**src/rtl/lm70_spi_reader.sv**
```systemverilog
`default_nettype none
// ============================================================================
// Module   : lm70_spi_reader
// Purpose  : Reads 16-bit frames from an LM70 over SPI and decodes temperature.
//            Define LM70_AVG_EN to report a running mean of the last 4 good frames.
// Revision : 1.0 - initial release
// ============================================================================
module lm70_spi_reader #(
    parameter int CLK_DIV  = 4,
    parameter int CS_SETUP = 2,
    parameter int IDLE_GAP = 16
) (
    input  logic        clk,
    input  logic        rst,
    input  logic        start,
    input  logic        auto_en,
    input  logic        spi_miso,
    output logic        spi_cs_n,
    output logic        spi_sck,
    output logic [10:0] temp_raw,
    output logic [7:0]  temp_int,
    output logic        temp_neg,
    output logic        valid,
    output logic        frame_err,
    output logic        busy
);

    localparam logic [3:0] DIV_LAST   = 4'(CLK_DIV - 1);
    localparam logic [7:0] SETUP_LAST = 8'(CS_SETUP - 1);
    localparam logic [7:0] GAP_LAST   = 8'(IDLE_GAP - 2);

    typedef enum logic [2:0] {
        ST_IDLE  = 3'd0,
        ST_SETUP = 3'd1,
        ST_SHIFT = 3'd2,
        ST_DONE  = 3'd3,
        ST_GAP   = 3'd4
    } state_t;

    state_t      state;
    state_t      next_state;
    logic [7:0]  cnt;
    logic [3:0]  div_cnt;
    logic [4:0]  half_cnt;
    logic [15:0] shift_reg;
    logic        div_last;
    logic        sample_now;
    logic        sck_next;
    logic        cs_n_next;
    logic        frame_good;
    logic [10:0] new_raw;
    logic [7:0]  new_int;

    assign div_last   = (div_cnt == DIV_LAST);
    assign frame_good = (shift_reg[4:2] == 3'b111);
    assign busy       = (state != ST_IDLE);

    // The idle window between frames includes the IDLE cycle itself, so GAP
    // is one cycle shorter and chip select stays high for DONE + IDLE_GAP.
    always_comb begin
        next_state = state;
        sample_now = 1'b0;
        sck_next   = 1'b0;
        cs_n_next  = 1'b1;
        case (state)
            ST_IDLE: begin
                if (start || auto_en) next_state = ST_SETUP;
            end
            ST_SETUP: begin
                if (cnt == SETUP_LAST) begin
                    next_state = ST_SHIFT;
                    sample_now = 1'b1;
                    sck_next   = 1'b1;
                end
            end
            ST_SHIFT: begin
                sck_next = spi_sck;
                if (div_last) begin
                    sck_next   = half_cnt[0];
                    sample_now = half_cnt[0] && (half_cnt != 5'd31);
                    if (half_cnt == 5'd31) begin
                        next_state = ST_DONE;
                        sck_next   = 1'b0;
                    end
                end
            end
            ST_DONE: begin
                next_state = (IDLE_GAP == 1) ? ST_IDLE : ST_GAP;
            end
            ST_GAP: begin
                if (cnt == GAP_LAST) next_state = ST_IDLE;
            end
            default: next_state = ST_IDLE;
        endcase
        cs_n_next = !((next_state == ST_SETUP) || (next_state == ST_SHIFT));
    end

`ifdef LM70_AVG_EN
    logic [10:0]        hist [4];
    logic               hist_full;
    logic [10:0]        h1;
    logic [10:0]        h2;
    logic [10:0]        h3;
    logic signed [12:0] avg_sum;

    // Until the first good frame, every history slot takes the new sample.
    always_comb begin
        h1 = hist_full ? hist[0] : shift_reg[15:5];
        h2 = hist_full ? hist[1] : shift_reg[15:5];
        h3 = hist_full ? hist[2] : shift_reg[15:5];
        avg_sum = $signed({{2{shift_reg[15]}}, shift_reg[15:5]})
                + $signed({{2{h1[10]}}, h1})
                + $signed({{2{h2[10]}}, h2})
                + $signed({{2{h3[10]}}, h3});
        new_raw = avg_sum[12:2];
    end

    always_ff @(posedge clk) begin
        if (rst) begin
            for (int i = 0; i < 4; i++) hist[i] <= 11'd0;
            hist_full <= 1'b0;
        end else if (state == ST_DONE && frame_good) begin
            hist[0]   <= shift_reg[15:5];
            hist[1]   <= h1;
            hist[2]   <= h2;
            hist[3]   <= h3;
            hist_full <= 1'b1;
        end
    end
`else
    assign new_raw = shift_reg[15:5];
`endif

    always_comb begin
        new_int = {1'b0, new_raw[8:2]};
        if (new_raw[10])     new_int = 8'd0;
        else if (new_raw[9]) new_int = 8'd127;
    end

    always_ff @(posedge clk) begin
        if (rst) begin
            state     <= ST_IDLE;
            cnt       <= 8'd0;
            div_cnt   <= 4'd0;
            half_cnt  <= 5'd0;
            shift_reg <= 16'd0;
            spi_cs_n  <= 1'b1;
            spi_sck   <= 1'b0;
            valid     <= 1'b0;
            frame_err <= 1'b0;
            temp_raw  <= 11'd0;
            temp_int  <= 8'd0;
            temp_neg  <= 1'b0;
        end else begin
            state     <= next_state;
            spi_cs_n  <= cs_n_next;
            spi_sck   <= sck_next;
            valid     <= 1'b0;
            frame_err <= 1'b0;
            cnt       <= (state != next_state) ? 8'd0 : cnt + 8'd1;
            if (sample_now) shift_reg <= {shift_reg[14:0], spi_miso};
            if (state != ST_SHIFT) begin
                div_cnt  <= 4'd0;
                half_cnt <= 5'd0;
            end else if (div_last) begin
                div_cnt  <= 4'd0;
                half_cnt <= half_cnt + 5'd1;
            end else begin
                div_cnt  <= div_cnt + 4'd1;
            end
            if (state == ST_DONE) begin
                valid     <= 1'b1;
                frame_err <= !frame_good;
                if (frame_good) begin
                    temp_raw <= new_raw;
                    temp_int <= new_int;
                    temp_neg <= new_raw[10];
                end
            end
        end
    end

endmodule
`default_nettype wire

```
**config.mk**
```make
export PLATFORM = sky130hd
export DESIGN_NAME = lm70_spi_reader
export DESIGN_NICKNAME = d
export VERILOG_FILES = /design/src/rtl/lm70_spi_reader.sv
export SDC_FILE = /design/constraint.sdc
export NUM_CORES = 1
export LEC_CHECK = 0
export BUFFER_PORTS_ARGS = -buffer_cell sky130_fd_sc_hd__buf_2
export CORE_MARGIN = 10
export CORE_UTILIZATION = 42
export CTS_CLUSTER_DIAMETER = 100
export CTS_CLUSTER_SIZE = 14
export DETAILED_ROUTE_END_ITERATION = 10
export PLACE_DENSITY = 0.58
export SLEW_MARGIN = 10
export SYNTH_ARGS = -nofsm -noshare
export SYNTH_HDL_FRONTEND = slang
export SYNTH_SLANG_ARGS = --single-unit
```
**constraint.sdc**
```tcl
create_clock -name clk -period 3.12 [get_ports clk]
set_clock_uncertainty 0.15 [all_clocks]
set_input_delay 0.624 -clock clk [delete_from_list [all_inputs] [get_ports clk]]
set_output_delay 0.624 -clock clk [all_outputs]
set_load 0.005 [all_outputs]
```
==> flow_metrics.py <==
metrics = {
    "clocking": {
        "cts_root_buf": "clkbuf_8",
        "cts_max_path_buffers": 2,
        "clock_latency_ns": 0.33,
        "h-tree-depth": 3,
        "numCtsBuffers": 9,
        "postCtsHoldBufs": 0,
        "cts_setup_buffers": 0,
        "cts_sinks": 58,
        "cts_tree": "done",
        "clk_pin_slew_ns": 0.06,
        "cts_resized": 0,
    },
    "sta": {
        "fin_setup_tns_ns": 0,
        "worstMarginPinSlew_ns": 1.010,
        "fmax_mhz": 402.7,
        "final_hold_viol_count": 0,
        "max-slew-margin-rel": 0.3265,
        "final.min_clock_period_ns": 2.483,
        "hold_ws_ns": 0.3133,
        "slew_violations": 0,
        "finalSetupViolations": 0,
        "grt_setup_unrepaired": "false",
        "fin_crit_sh": 0.7960,
    },
    "yosys": {
        "synth_fp_nets": 264,
        "syn-instance-count": 253,
        "ys_ff_latch": 58,
        "ys_warn_count": 0,
        "synth-main-ff-cell": "dfxtp_1",
        "ys_seq_area_frac": 0.4874,
        "synthesis.area_mm2": 0.002382,
        "avgSynthCellArea_um2": 9.416,
        "ys_types": 36,
        "synth_edf_count": 0,
        "async_reset_ff_frac": 0,
    },
    "floorplan": {
        "fp.coreArea_mm2": 0.005507,
        "dieArea_mm2": 0.009085,
        "ios": 30,
        "core.rowCount": 27,
        "die_h_um": 95.32,
        "start_util": 0.4326,
        "die-width_um": 95.32,
    },
    "setup_path": {
        "cp-end-kind": "register",
        "worstRegToRegCells": 6,
        "r2r_start": "half_cnt[0]$_SDFFE_PP0N_",
        "critPathArrivalTime_ns": 2.59,
        "critPathLaunchType": "register",
        "r2r-end": "shift_reg[8]$_SDFFE_PP0P_",
        "path_class": "register to register",
        "worst-r2r-setup-slack_ns": 0.64,
        "cp_max_fo": 16,
        "cp.required_ns": 3.22,
    },
    "status": {
        "outcome": "completed",
    },
    "final_layout": {
        "layout_common_cells": "dfxtp_1 (58), nor2_1 (45), mux2i_1 (34), buf_2 (28), nand2_1 (25)",
        "antenna_cells": 0,
        "syn_to_final_growth_pct": 15.65,
        "final_layout_size_suffix_gt1_frac": 0.1789,
        "final_cell_area_mm2": 0.002755,
        "nNetsFinal": 291,
        "final_common_cell": "dfxtp_1",
        "largest_reg_flops": 16,
        "fillCellCount": 537,
    },
    "grt": {
        "antenna_found_initial": 0,
        "grt.total_usage": 0.1095,
        "overflow": 0,
        "grt_pass1_wl_um": 7859,
        "grt_max_degree": 25,
        "grt_pass1_vias": 1733,
    },
    "place": {
        "placed_cell_area_mm2": 0.002557,
        "port_buffers": 28,
        "dp_hpwl_um": 3176,
        "gp_congestion": 0.7493,
    },
    "detailed_routing": {
        "drc": 0,
        "drtAntennaViolNets": 0,
        "vias": 1751,
        "drtIter0Drc": 68,
        "wire_per_inst_um": 12.67,
        "vias_per_cell": 4.905,
        "wl_um": 4522,
        "dr.pass1.iters": 4,
    },
    "power_and_ir_drop": {
        "power.leakage_nw": 1.062,
        "power_mw": 1.528,
        "ir_drop_mv": 0.2647,
        "p_per_area_mw_per_mm2": 554.7,
    },
    "run": {
        "drv_cap": 0,
    },
    "min_path": {
        "min_to": "half_cnt[4]$_SDFFE_PP0N_",
        "holdPathStages": 2,
        "min_from": "half_cnt[4]$_SDFFE_PP0N_",
        "hold_path_class": "register to register",
    },
}
[per-layer routing]
metal,track usage,wire (um),part of all wire
met5,0,0,0
met3,0.05813,330,0.073
met1,0.1217,2042,0.45
met4,0.04115,57,0.013
met2,0.1739,2092,0.46
[worst max-delay path, cell delays in order (launching register included)]
cell and delay, ns:
dfxtp_1 0.34, ha_1 0.21, and3_1 0.19, ha_1 0.21, nand2b_1 0.20, o31ai_4 0.82, mux2i_1 0.27
[final cells by class]
class                           instances  area, um2  area share
Sequential cell                        58       1161      0.4214
Multi-Input combinational cell        175       1125      0.4083
Clock buffer                           14      162.7     0.05904
Timing Repair Buffer                   31      162.7     0.05904
Tap cell                               72      90.09     0.03270
Clock inverter                          2      35.03     0.01272
Inverter                                5      18.77    0.006812
[Yosys cell counts (2+ instances only)]
library cell / number / area share
nand4_1: 3 / 0.0079
dfxtp_1: 58 / 0.49
buf_2: 3 / 0.0063
clkbuf_1: 6 / 0.0095
nor3_1: 14 / 0.029
a21oi_1: 6 / 0.013
and3_1: 2 / 0.0053
nor2_1: 45 / 0.071
xor2_1: 5 / 0.018
nand2_1: 25 / 0.039
inv_1: 4 / 0.0063
buf_1: 2 / 0.0032
mux2i_1: 34 / 0.14
buf_4: 3 / 0.0095
xnor2_1: 6 / 0.022
nor3b_1: 3 / 0.0095
ha_1: 6 / 0.032
nand3_1: 9 / 0.019
a21boi_1: 2 / 0.0063
[cell families after synthesis]
family                   after synthesis  synth area share
buffers and inverters                 20           0.04253
AND/OR/NAND/NOR                      108            0.2043
other                                  1          0.001574
flip-flops                            58            0.4874
XOR/XNOR                              11           0.04044
AO/OA/AOI/OAI                         15           0.04937
adder cells (fa/ha/maj)                6           0.03151
multiplexers                          34            0.1429
[power by group]
group	switching [mW]	leakage (nW)	internal (mW)
logic	0.0522	0.494	0.0323
clock network	0.270	0.101	0.412
registers	0.0114	0.468	0.750
[how the worst max path moves through the flow]
stage	slack (ns)	cells after the start	startpoint	endpoint
3_5_place_dp	0.64	6	half_cnt[0]$_SDFFE_PP0N_	shift_reg[0]$_SDFFE_PP0P_
6_report	0.64	6	half_cnt[0]$_SDFFE_PP0N_	shift_reg[8]$_SDFFE_PP0P_
4_1_cts	0.60	6	half_cnt[0]$_SDFFE_PP0N_	shift_reg[0]$_SDFFE_PP0P_
2_1_floorplan	1.06	7	half_cnt[0]$_SDFFE_PP0N_	shift_reg[15]$_SDFFE_PP0P_
3_3_place_gp	0.71	6	half_cnt[0]$_SDFFE_PP0N_	shift_reg[10]$_SDFFE_PP0P_
5_1_grt	0.44	6	half_cnt[0]$_SDFFE_PP0N_	shift_reg[0]$_SDFFE_PP0P_
[stage by stage]
step / std cells / setup WS [ns] / utilization
floorplan: 253 / 1.062 / -
global placement: 341 / 0.7054 / 0.4644
detailed placement: 341 / 0.6370 / 0.4644
CTS: 357 / 0.6037 / 0.5003
global route: 357 / 0.4393 / 0.5003
finish: 357 / 0.6366 / 0.5003
Power figures use the tool's default switching activity.
